<file path="src/rtl/fifo_rd_uart_tx.sv">
//------------------------------------------------------------------------------
// fifo_rd_uart_tx
// Read-domain consumer of the asynchronous FIFO. It pops one word whenever it
// is idle, enabled and the FIFO is not empty. It then sends that word as a
// UART frame: start bit, DATA_WIDTH data bits LSB first, an optional parity
// bit, and a stop bit. Each bit lasts CLKS_PER_BIT R_CLK cycles.
//
// Optional feature macro: PARITY_EN
//   When defined, the PAR_TYP port and a parity bit are added.
//   PAR_TYP: 0 = even, 1 = odd.
//
// Ports:
//   R_CLK    in   read-domain clock, rising edge
//   R_RST    in   asynchronous active-low reset
//   RD_DATA  in   FIFO read data at the current read address
//   EMPTY    in   FIFO empty flag
//   TX_EN    in   level enable for new pops
//   PAR_TYP  in   parity type (PARITY_EN only), sampled at the pop edge
//   R_INC    out  combinational pop request
//   TX_OUT   out  registered UART line, idles high
//   BUSY     out  registered, high from the pop edge until the end of stop
//------------------------------------------------------------------------------
`timescale 1ns/1ps
module fifo_rd_uart_tx #(
   parameter int DATA_WIDTH   = 8,
   parameter int CLKS_PER_BIT = 4
) (
   input  logic                  R_CLK,
   input  logic                  R_RST,
   input  logic [DATA_WIDTH-1:0] RD_DATA,
   input  logic                  EMPTY,
   input  logic                  TX_EN,
`ifdef PARITY_EN
   input  logic                  PAR_TYP,
`endif
   output logic                  R_INC,
   output logic                  TX_OUT,
   output logic                  BUSY
);

   localparam int CW = (CLKS_PER_BIT > 1) ? $clog2(CLKS_PER_BIT) : 1;
   localparam int IW = (DATA_WIDTH > 1) ? $clog2(DATA_WIDTH) : 1;
   localparam logic [CW-1:0] CNT_MAX = CW'(CLKS_PER_BIT - 1);
   localparam logic [IW-1:0] IDX_MAX = IW'(DATA_WIDTH - 1);

`ifdef PARITY_EN
   typedef enum logic [2:0] {IDLE = 3'd0, START = 3'd1, DATA = 3'd2, PARITY = 3'd3, STOP = 3'd4} state_t;
`else
   typedef enum logic [1:0] {IDLE = 2'd0, START = 2'd1, DATA = 2'd2, STOP = 2'd3} state_t;
`endif

   // Parity bit: XOR of the data word, inverted for odd parity.
   function automatic logic parity_f(input logic [DATA_WIDTH-1:0] d, input logic typ);
      return (^d) ^ typ;
   endfunction

   state_t                state_r, state_nxt_s;
   logic [CW-1:0]         cnt_r, cnt_nxt_s;
   logic [IW-1:0]         idx_r, idx_nxt_s;
   logic [DATA_WIDTH-1:0] shift_r, shift_nxt_s;
   logic                  tx_r, tx_nxt_s;
   logic                  busy_r, busy_nxt_s;
   logic                  bit_done_s;
   logic                  r_inc_s;
`ifdef PARITY_EN
   logic                  par_typ_r, par_typ_nxt_s;
`endif

   // Pop request: only from IDLE, so the stale EMPTY flag during a frame
   // can never cause a second pop; gated by reset so it is low in reset.
   assign r_inc_s    = (state_r == IDLE) & TX_EN & ~EMPTY & R_RST;
   assign bit_done_s = (cnt_r == CNT_MAX);

   assign R_INC  = r_inc_s;
   assign TX_OUT = tx_r;
   assign BUSY   = busy_r;

   // State and datapath registers with asynchronous reset.
   always_ff @(posedge R_CLK or negedge R_RST) begin
      if (!R_RST) begin
         state_r   <= IDLE;
         cnt_r     <= {CW{1'b0}};
         idx_r     <= {IW{1'b0}};
         shift_r   <= {DATA_WIDTH{1'b0}};
         tx_r      <= 1'b1;
         busy_r    <= 1'b0;
`ifdef PARITY_EN
         par_typ_r <= 1'b0;
`endif
      end else begin
         state_r   <= state_nxt_s;
         cnt_r     <= cnt_nxt_s;
         idx_r     <= idx_nxt_s;
         shift_r   <= shift_nxt_s;
         tx_r      <= tx_nxt_s;
         busy_r    <= busy_nxt_s;
`ifdef PARITY_EN
         par_typ_r <= par_typ_nxt_s;
`endif
      end
   end

   // Next-state, counters and next line value.
   always_comb begin
      state_nxt_s   = state_r;
      cnt_nxt_s     = cnt_r;
      idx_nxt_s     = idx_r;
      shift_nxt_s   = shift_r;
      busy_nxt_s    = busy_r;
      tx_nxt_s      = 1'b1;
`ifdef PARITY_EN
      par_typ_nxt_s = par_typ_r;
`endif
      case (state_r)
         IDLE: begin
            if (r_inc_s) begin
               shift_nxt_s   = RD_DATA;
               state_nxt_s   = START;
               busy_nxt_s    = 1'b1;
               cnt_nxt_s     = {CW{1'b0}};
               idx_nxt_s     = {IW{1'b0}};
`ifdef PARITY_EN
               par_typ_nxt_s = PAR_TYP;
`endif
            end else begin
               busy_nxt_s = 1'b0;
            end
         end
         START: begin
            if (bit_done_s) begin
               cnt_nxt_s   = {CW{1'b0}};
               idx_nxt_s   = {IW{1'b0}};
               state_nxt_s = DATA;
            end else begin
               cnt_nxt_s = cnt_r + CW'(1);
            end
         end
         DATA: begin
            if (bit_done_s) begin
               cnt_nxt_s = {CW{1'b0}};
               if (idx_r == IDX_MAX) begin
                  idx_nxt_s   = {IW{1'b0}};
`ifdef PARITY_EN
                  state_nxt_s = PARITY;
`else
                  state_nxt_s = STOP;
`endif
               end else begin
                  idx_nxt_s = idx_r + IW'(1);
               end
            end else begin
               cnt_nxt_s = cnt_r + CW'(1);
            end
         end
`ifdef PARITY_EN
         PARITY: begin
            if (bit_done_s) begin
               cnt_nxt_s   = {CW{1'b0}};
               state_nxt_s = STOP;
            end else begin
               cnt_nxt_s = cnt_r + CW'(1);
            end
         end
`endif
         STOP: begin
            if (bit_done_s) begin
               cnt_nxt_s   = {CW{1'b0}};
               state_nxt_s = IDLE;
               busy_nxt_s  = 1'b0;
            end else begin
               cnt_nxt_s = cnt_r + CW'(1);
            end
         end
         default: begin
            state_nxt_s = IDLE;
            busy_nxt_s  = 1'b0;
            cnt_nxt_s   = {CW{1'b0}};
            idx_nxt_s   = {IW{1'b0}};
         end
      endcase

      // The line is registered, so it is derived from the state being entered.
      case (state_nxt_s)
         START:   tx_nxt_s = 1'b0;
         DATA:    tx_nxt_s = shift_nxt_s[idx_nxt_s];
`ifdef PARITY_EN
         PARITY:  tx_nxt_s = parity_f(shift_nxt_s, par_typ_nxt_s);
`endif
         default: tx_nxt_s = 1'b1;
      endcase
   end

endmodule

</file>
<file path="config.mk">
export PLATFORM = sky130hd
export DESIGN_NAME = fifo_rd_uart_tx
export DESIGN_NICKNAME = d
export VERILOG_FILES = /design/src/rtl/fifo_rd_uart_tx.sv
export SDC_FILE = /design/constraint.sdc
export NUM_CORES = 1
export LEC_CHECK = 0
export BUFFER_PORTS_ARGS = -buffer_cell sky130_fd_sc_hd__buf_2
export CAP_MARGIN = 20
export CORE_MARGIN = 5
export CORE_UTILIZATION = 54
export DETAILED_ROUTE_END_ITERATION = 6
export PLACE_DENSITY_LB_ADDON = 0.08
export SYNTH_ARGS = -nofsm -noshare
export SYNTH_HDL_FRONTEND = slang
export SYNTH_SLANG_ARGS = --single-unit
</file>
<file path="constraint.sdc">
create_clock -name R_CLK -period 2.95 [get_ports R_CLK]
set_input_delay 0.295 -clock R_CLK [delete_from_list [all_inputs] [get_ports R_CLK]]
set_output_delay 0.295 -clock R_CLK [all_outputs]
set_load 0.01 [all_outputs]
</file>
==> results.md, run 1 <==
- Reg2Reg Setup Slack: a little under 700 ps
- Crit path required time: 3170 ps
- Die area: approximately 0.0027 mm^2
- Ys async rst share: 100%
- Post-DP Area: 0.00104 mm^2
- Maximum Capacitance Violations: 0
- Area leader, netlist: dfrtp_1
- Area Overhead vs Synth: 12.7%
- Mapped cell area: 955 um^2
- Setup crit start kind: flop
- Total track usage: 15.2%
- Final period utilization: 77.0%
- Fin. Hold Viols: 0
- DRC Markers: 0
- Synth Net Count: 101
- TritonCTS clock tree: built
- Core area: roughly 0.0017 mm^2
- Min-delay src: RD_DATA[4]
- Clk_lat worst skew: 290 ps
- Fin util: 63.0%
- Critical path type: flop to flop
- Main area contributors after synthesis: dfrtp_1 42%, mux2_2 11%, ha_1 3.9%, a21oi_1 3.7%, mux2i_1 3.1%
- GP Congestion: 0.735
- Outcome: completed
- H-Tree Level Count: 1
- Vias: approximately 700
- Worst path slowest cell: dfrtp_1
- Maximum fanout along the worst path: 11
- Row Count: 15
- Count leader, synth: dfrtp_1
- DR vias/cell: between 5 and 6
- Normalized max-slew margin: 66.8%
- Fin nets: approximately 120
- Die X: 52.0 um
- CTS sink count: 17
- Synth Instances: 86
- Mean Syn Cell Area: between 10 and 15 um^2
- WL/cell: between 10 and 15 um
- CTS-repair resized insts: 0
- IO Pins: 15
- Leakage: 0.489 nW
- Initial antenna violation count: 0
- Post-synth top area share: about two fifths
- Worst r2r dst: TX_OUT$_DFF_PN1_
- Worst-path cell chain: ha_1 > nand2b_1 > a221o_1 > a22o_4 > a2111oi_4 > a21oi_1 > a211o_1
- Design Power: 0.00109 W
- Max Freq: 0.440 GHz
- Post-DP HPWL: 1280 um
- Clk slew on worst S/H paths: 90 ps
- Hold Crit Class: input port to flop
- # diodes: 0
- #FFs+latches synth: 17
- Hold path depth: 2
- Min Tclk post-route: 2270 ps
- Initial core utilization: a little under three fifths
- Chip Height: 52.0 um
- Synth top cells by count: 16 x dfrtp_1, 9 x mux2_2, 8 x nand2_1, 7 x a21oi_1
- Final WL: 1690 um
- Port Buffers: 14
- Synth Flop Type: dfrtp_1
- Routed length on met2: 788 um
- Worst vdd ir: 0.000555 V
- Multi-input gate area: about 490 um^2
- Top Metal Used: met4
- Yosys warnings: 0
- Largest net degree at the start of global routing: 19
- RSZ-0062 raised after global routing: false
- Finished Cell Area: 0.00108 mm^2
- Share of layout cells above drive strength 1: 35.3%
- Worst-Margin Slew: 497 ps
- Max-slew violations: 0
- Vias in the first global route: 660
- Antenna-violating nets left: 0
- Pwr per Cell Area: 1010 mW/mm^2
- Critical path's largest stage delay: ~390 ps
- Total Neg Setup Slack: 0 ps
- Global route total overflow: 0
- Clk root buf: clkbuf_4
- Clock Path Buffers: 2
- Worst reg2reg path depth: 7
- Met3 wire len: ~80 um
- Reg-to-reg startpoint: cnt_r[0]$_DFFE_PN0P_
- Register Area: about 430 um^2
- Number of synthesized flops with an enable pin: 0
- CTS buffer count: 3
- Count of cell types in the netlist: 30
- # fillers: between 100 and 150
- Sink of the worst hold path: shift_r[4]$_DFF_PN0_
- Setup Viol. Count Final: 0
- Data arrival, critical path: 2490 ps
- 1st-pass router iterations: 4
- 1st-iter DRT viols: 17
- Crit path capture type: flop
- Register area share after synthesis: 44.7%
- First-pass GRT wire length: 2970 um
- Setup Skew: 1.76 ps
- M1 wire length: 776 um
[metal layers]
layer  up-vias  global-route usage (%)
met4         0                    7.86
met3         5                    3.44
met2        14                    23.4
met1       331                    19.6
met5         -                       0
li1        348                       -
[cell usage in the layout (no fill, tap or decap), types with 2 or more instances in the layout]
master,count
a21oi_1,7
a221oi_1,2
buf_2,14
buf_4,2
clkbuf_4,3
dfrtp_1,16
ha_1,3
inv_1,2
mux2_2,9
mux2i_1,3
nand2_1,8
nand2b_1,2
nand3_1,3
nor2_1,5
o21ai_0,5
o31ai_1,2
[worst max path at each step]
stage	start	endpoint	slack, ps
floorplan	cnt_r[0]$_DFFE_PN0P_	TX_OUT$_DFF_PN1_	910
global placement	state_r[1]$_DFF_PN0_	TX_OUT$_DFF_PN1_	760
detailed placement	cnt_r[0]$_DFFE_PN0P_	TX_OUT$_DFF_PN1_	710
CTS	cnt_r[0]$_DFFE_PN0P_	TX_OUT$_DFF_PN1_	690
global route	cnt_r[0]$_DFFE_PN0P_	TX_OUT$_DFF_PN1_	530
finish	cnt_r[0]$_DFFE_PN0P_	TX_OUT$_DFF_PN1_	680
[report_power, final]
group / switching [W] / internal [W] / total, W / leakage (nW)
Sequential: 0.000121 / 0.000349 / 0.000469 / 0.207
Combinational: 0.000242 / 0.000258 / 0.000501 / 0.267
Clock: 0.0000675 / 0.0000526 / 0.000120 / 0.0150
[layout make-up]
type                    count  area share [%]
inverters                   2           0.698
repair buffers             17            8.84
clock buffers               4            2.44
well taps                  25            2.91
multi-input cells          62            45.5
flip-flops and latches     17            39.7
[state kept, by name (all words and copies together), names as in the netlist]
| register | count |
|---|---|
| idx_r | 3 |
| state_r | 2 |
| cnt_r | 2 |
| BUSY | 1 |
| shift_r | 8 |
| TX_OUT | 1 |
[kinds of logic after synthesis]
family	count (synthesis)	share of synthesized area, %
DFF	17	44.7
xor gates and xnor gates	1	0.918
and+or+nand+nor	22	11.9
AOI/OAI and AO/OA	24	20.2
buffers and inverters	7	4.59
adders and majority gates	3	3.93
muxes	12	13.8
[worst max-delay path, delay by kind of cell (launching register included)]
kind | cells | cell delay [ps]
AOI/OAI and AO/OA | 5 | 1340
DFF | 1 | 390
adders and majority gates | 1 | 380
and+or+nand+nor | 1 | 90
[metrics by stage]
step | instances | hold WS (ps) | setup WS [ps]
final | 127 | 232 | 679
after CTS | 127 | 227 | 692
after floorplan | 86 | -0.591 | 913
after global routing | 127 | 220 | 534
after detailed placement | 122 | 317 | 709
after global placement | 122 | 314 | 758
[timing repair]
item,in CTS,in global routing
setup buffers,0,0
hold buffers,1,0
hold endpoints to repair,16,0
No activity file was read; power rests on OpenSTA's default activity.
==> inputs of run 2 (changes only) <==
Clock period 2.95 ns to 2.3 ns, I/O delays scaled along.
==> results.md, run 2 (synthesis results as in run 1) <==
- Vias: 689 (-1.3%)
- Final period utilization: 94.3%
- Crit. Startpoint: R_RST
- Fin. Hold Viols: 0 (unchanged)
- CTS-repair resized insts: 0 (unchanged)
- Share of layout cells above drive strength 1: 37.5% (+2.2 points)
- CTS sink count: 17 (unchanged)
- DR vias/cell: 5.34 (-2.8%)
- Total track usage: 15.3% (+0.12 points)
- Commonest non-fill, non-tap cell in the layout: dfrtp_1
- GP Congestion: 0.809 (+10%)
- CTS buffer count: 3 (unchanged)
- Total Neg Setup Slack: 0 ps (unchanged)
- Setup crit start kind: input port
- Outcome: completed
- First-pass GRT wire length: 3020 um (+1.9%)
- Reg-to-reg startpoint: cnt_r[0]$_DFFE_PN0P_
- Clock Path Buffers: 2 (unchanged)
- Min Tclk post-route: 2170 ps
- Setup Viol. Count Final: 0 (unchanged)
- Most frequent cells in the layout: 16 x dfrtp_1, 14 x buf_2, 9 x mux2_2
- Max-slew violations: 0 (unchanged)
- # fillers: 140 (-1.4%)
- Pre-CTS setup slack: 156 ps (-552 ps)
- Data arrival, critical path: 2400 ps (-90 ps)
- Die area: 0.00271 mm^2 (unchanged)
- Worst-Margin Slew: 472 ps (-25.3 ps)
- RSZ-0062 raised after global routing: false
- Largest net degree at the start of global routing: 18 (-1)
- Initial core utilization: 55.9% (unchanged)
- Hold path depth: 2 (unchanged)
- Chip Height: 52.0 um (unchanged)
- Core area: 0.00171 mm^2 (unchanged)
- Worst vdd ir: 0.000672 V (+21%)
- Port Buffers: 14 (unchanged)
- Maximum Capacitance Violations: 0 (unchanged)
- DRC Markers: 0 (unchanged)
- Worst setup margin: 130 ps (-549 ps)
- Pwr per Cell Area: 1300 mW/mm^2 (+29%)
- Die X: 52.0 um (unchanged)
- Vias in the first global route: 669 (+1.4%)
- 1st-pass router iterations: 4 (unchanged)
- Reg with most FFs: shift_r
- Clk_lat worst skew: 290 ps (about the same)
- Leakage: 0.502 nW (+2.6%)
- Post-DP HPWL: 1280 um (about the same)
- Worst reg2reg path depth: 7 (unchanged)
- Clk slew on worst S/H paths: 100 ps (about the same)
- Critical path type: input port to flop
- # diodes: 0 (unchanged)
- H-Tree Level Count: 1 (unchanged)
- Antenna-violating nets left: 0 (unchanged)
- Global route total overflow: 0 (unchanged)
- Max Freq: roughly 0.46 GHz
- Initial antenna violation count: 0 (unchanged)
- Top Registers: shift_r: 8 flops, idx_r: 3 flops
- WL/cell: 13.2 um (-0.85%)
- Post CTS Setup Buffer Count: 0 (unchanged)
- Row Count: 15 (unchanged)
- Clk root buf: clkbuf_4
- Setup Skew: 1.98 ps (+0.219 ps)
- Max FFs per register: 8 (unchanged)
- 1st-iter DRT viols: 12 (-5)
- Fin nets: 120 (+1.7%)
- Crit path capture type: flop
- Maximum fanout along the worst path: 9 (-2)
- IO Pins: 15 (unchanged)
- Min-delay src: RD_DATA[3]
- Crit path required time: 2530 ps (-640 ps)
- TritonCTS clock tree: built
- Normalized max-slew margin: 68.5% (+1.7 points)
- Hold Crit Class: input port to flop
- Final WL: 1700 um (+0.71%)
- Area Overhead vs Synth: 14.4%
[run 2: cell type report]
class | instances | area, um^2 | share of cell area (%)
tap | 25 | 31.3 | 2.86
timing repair buffer | 19 | 110 | 10.1
clock buffer | 3 | 22.5 | 2.06
inverter | 2 | 7.51 | 0.687
clock inverter | 1 | 5.00 | 0.458
multi-input combinational | 62 | 489 | 44.8
sequential | 17 | 427 | 39.1
[run 2: power breakdown]
part	total [W]	switching (W)	internal, W
sequential	0.000584	0.000137	0.000447
combinational	0.000681	0.000330	0.000351
clock	0.000159	0.0000943	0.0000647
total	0.00142	0.000562	0.000863
[run 2: what timing repair did]
item	in CTS	in global routing
setup endpoints to repair	0	1
endpoints found under the hold margin	16	0
hold buffers	1	0
[run 2: layer usage]
metal	up-vias	share of wire, %	global-route usage [%]
met2	17	48	23.0
met5	-	0	0
met1	317	45	20.3
met4	0	1.8	8.30
met3	4	5.5	3.15
li1	351	-	-
[run 2: critical path, cell delays in order]
cell and delay, ps:
dlygate4sd3_1 520, buf_2 130, nand3b_4 130, a221o_1 380, a22o_4 300, a2111oi_4 340, a21oi_1 70, a211o_1 300
[run 2: path summary, 6_finish.rpt]
kind / end / slack, ps
max in group asynchronous: TX_OUT$_DFF_PN1_ / 1590
worst max register to register: TX_OUT$_DFF_PN1_ / 140
min in group asynchronous: state_r[0]$_DFF_PN0_ / 460
worst max-delay path: TX_OUT$_DFF_PN1_ / 130
worst min register to register: cnt_r[0]$_DFFE_PN0P_ / 510
worst min-delay path: shift_r[3]$_DFF_PN0_ / 160
[run 2: through the flow]
| stage | utilization (%) | hold slack [ps] | power (W) | area (um^2) | std cells |
|---|---|---|---|---|---|
| after floorplan | - | -65.6 | 0.00115 | 955 | 86 |
| after global placement | 61.8 | 247 | 0.00126 | 1050 | 124 |
| after detailed placement | 61.8 | 249 | 0.00128 | 1050 | 124 |
| after CTS | 64.0 | 159 | 0.00144 | 1090 | 129 |
| after global routing | 64.0 | 143 | 0.00156 | 1090 | 129 |
| final | 64.0 | 165 | 0.00142 | 1090 | 129 |
==> inputs of run 3 (changes only) <==
Settings changed: RECOVER_POWER from default to 25.
==> results.md, run 3 (synthesis results as in run 1) <==
- Fin cells: 129 (unchanged)
- Antenna-violating nets left: 0 (unchanged)
- Top Registers: shift_r: 8 flops, idx_r: 3 flops
- Design Power: 0.00143 W (about the same)
- Outcome: completed
- Grt peak-use layer: met2
- Maximum fanout along the worst path: 9 (unchanged)
- Crit path required time: 2530 ps (about the same)
- WL/cell: 13.2 um (+0.18%)
- Die X: 52.0 um (unchanged)
- Crit path capture type: flop
- Port Buffers: 14 (unchanged)
- Commonest non-fill, non-tap cell in the layout: dfrtp_1
- Reg with most FFs: shift_r
- Worst vdd ir: 0.000672 V (about the same)
- Met2 Resource Use GR: 23.0% (unchanged)
- RSZ-0062 raised after global routing: false
- Crit. Startpoint: R_RST
- Worst reg2reg path depth: 7 (unchanged)
- Final period utilization: 96.5% (+2.1 points)
- Pwr per Cell Area: 1310 mW/mm^2 (+0.54%)
- CTS-repair resized insts: 0 (unchanged)
- Data arrival, critical path: 2450 ps (+50 ps)
- Hold Crit Class: input port to flop
- Vias in the first global route: 669 (unchanged)
- Setup Skew: 3.00 ps (+1.02 ps)
- DRC Markers: 0 (unchanged)
- Worst setup margin: 81.4 ps (-48.8 ps)
- Setup Viol. Count Final: 0 (unchanged)
- GR Layer Usage met1: 20.3% (unchanged)
- Die area: 0.00271 mm^2 (unchanged)
- Clk_lat worst skew: 290 ps (about the same)
- Multi-input gate area: 489 um^2 (unchanged)
- Initial antenna violation count: 0 (unchanged)
- Worst-Margin Slew: 922 ps (+450 ps)
- Final WL: 1700 um (+0.18%)
- Max-slew violations: 0 (unchanged)
- Total track usage: 15.3% (unchanged)
- Total Neg Setup Slack: 0 ps (unchanged)
- Worst r2r dst: TX_OUT$_DFF_PN1_
- # fillers: 142 (+1.4%)
- Core area: 0.00171 mm^2 (unchanged)
- Clock Path Buffers: 2 (unchanged)
- First-pass GRT wire length: 3020 um (unchanged)
- Largest net degree at the start of global routing: 18 (unchanged)
- Clk root buf: clkbuf_4
- Pre-CTS setup slack: 156 ps (unchanged)
- Maximum Capacitance Violations: 0 (unchanged)
- DR vias/cell: 5.37 (+0.58%)
- Fin. Hold Viols: 0 (unchanged)
- Post CTS Setup Buffer Count: 0 (unchanged)
- Share of layout cells above drive strength 1: 35.6% (-1.9 points)
- Initial core utilization: 55.9% (unchanged)
- TritonCTS clock tree: built
- Vias: 693 (+0.58%)
- Leakage: 0.496 nW (-1.3%)
- Finished Cell Area: 0.00109 mm^2 (-0.46%)
- Critical path type: input port to flop
- Register Area: 427 um^2 (unchanged)
- Post-DP Area: 0.00105 mm^2 (unchanged)
- Clk slew on worst S/H paths: 100 ps (about the same)
- Setup crit start kind: input port
- Global route total overflow: 0 (unchanged)
- Max FFs per register: 8 (unchanged)
- Setup crit end: TX_OUT$_DFF_PN1_
- Fin nets: 120 (unchanged)
- Area Overhead vs Synth: 13.9%
- Min Tclk post-route: 2220 ps (+48.8 ps)
- IO Pins: 15 (unchanged)
- Row Count: 15 (unchanged)
- 1st-iter DRT viols: 12 (unchanged)
- Post-DP HPWL: 1280 um (unchanged)
- Placed Instances: 124 (unchanged)
- Reg2Reg Setup Slack: 140 ps (about the same)
- Max Freq: 0.451 GHz (-2.2%)
- Reg-to-reg startpoint: cnt_r[0]$_DFFE_PN0P_
- 1st-pass router iterations: 4 (unchanged)
- H-Tree Level Count: 1 (unchanged)
- Chip Height: 52.0 um (unchanged)
- GP Congestion: 0.809 (unchanged)
- Grt met3 use: 3.15% (unchanged)
- # diodes: 0 (unchanged)
- CTS buffer count: 3 (unchanged)
- CTS sink count: 17 (unchanged)
- Normalized max-slew margin: 38.5% (-30 points)
- Most frequent cells in the layout: 16 x dfrtp_1, 13 x buf_2, 9 x mux2_2
## run 3: report_power, final
group          total [W]  internal [W]  leakage, nW  switching, W
Sequential      0.000585      0.000447        0.207      0.000138
Combinational   0.000681      0.000350        0.271      0.000331
Clock           0.000160     0.0000647       0.0177     0.0000951
## run 3: timing repair
action / in CTS / in global routing
endpoints found under the hold margin: 16 / 0
hold buffers: 1 / 0
setup endpoints to repair: 0 / 1
## run 3: final cells by class
type / instances / share of cell area (%)
Multi-Input combinational cell: 62 / 45.0
Sequential cell: 17 / 39.2
Timing Repair Buffer: 19 / 9.67
Tap cell: 25 / 2.88
Clock buffer: 3 / 2.07
Inverter: 2 / 0.690
Clock inverter: 1 / 0.460
## run 3: metrics by stage
step | utilization (%) | hold WS [ps]
floorplan | - | -65.6
global placement | 61.8 | 247
detailed placement | 61.8 | 249
CTS | 64.0 | 159
global route | 63.7 | 143
finish | 63.7 | 163
## run 3: metal layers
layer,share of wire [%],up-vias
met4,1.8,0
met3,5.4,4
met5,0,-
li1,-,351
met2,48,17
met1,45,321
## run 3: how the worst min path moves through the flow
| stage | depth (start not counted) | end | slack (ps) | startpoint |
|---|---|---|---|---|
| 2_1_floorplan | 0 | BUSY$_DFFE_PN0P_ | -70 | R_RST |
| 3_5_place_dp | 2 | cnt_r[1]$_DFFE_PN0P_ | 250 | R_RST |
| 3_3_place_gp | 2 | cnt_r[1]$_DFFE_PN0P_ | 250 | R_RST |
| 5_1_grt | 2 | shift_r[5]$_DFF_PN0_ | 140 | RD_DATA[5] |
| 4_1_cts | 2 | shift_r[2]$_DFF_PN0_ | 160 | RD_DATA[2] |
| 6_report | 2 | shift_r[3]$_DFF_PN0_ | 160 | RD_DATA[3] |
## run 3: critical path, stage by stage
cell	delay [ps]
dlygate4sd3_1	520
clkbuf_1	160
nand3b_4	150
a221o_1	380
a22o_4	300
a2111oi_4	340
a21oi_1	70
a211o_1	300
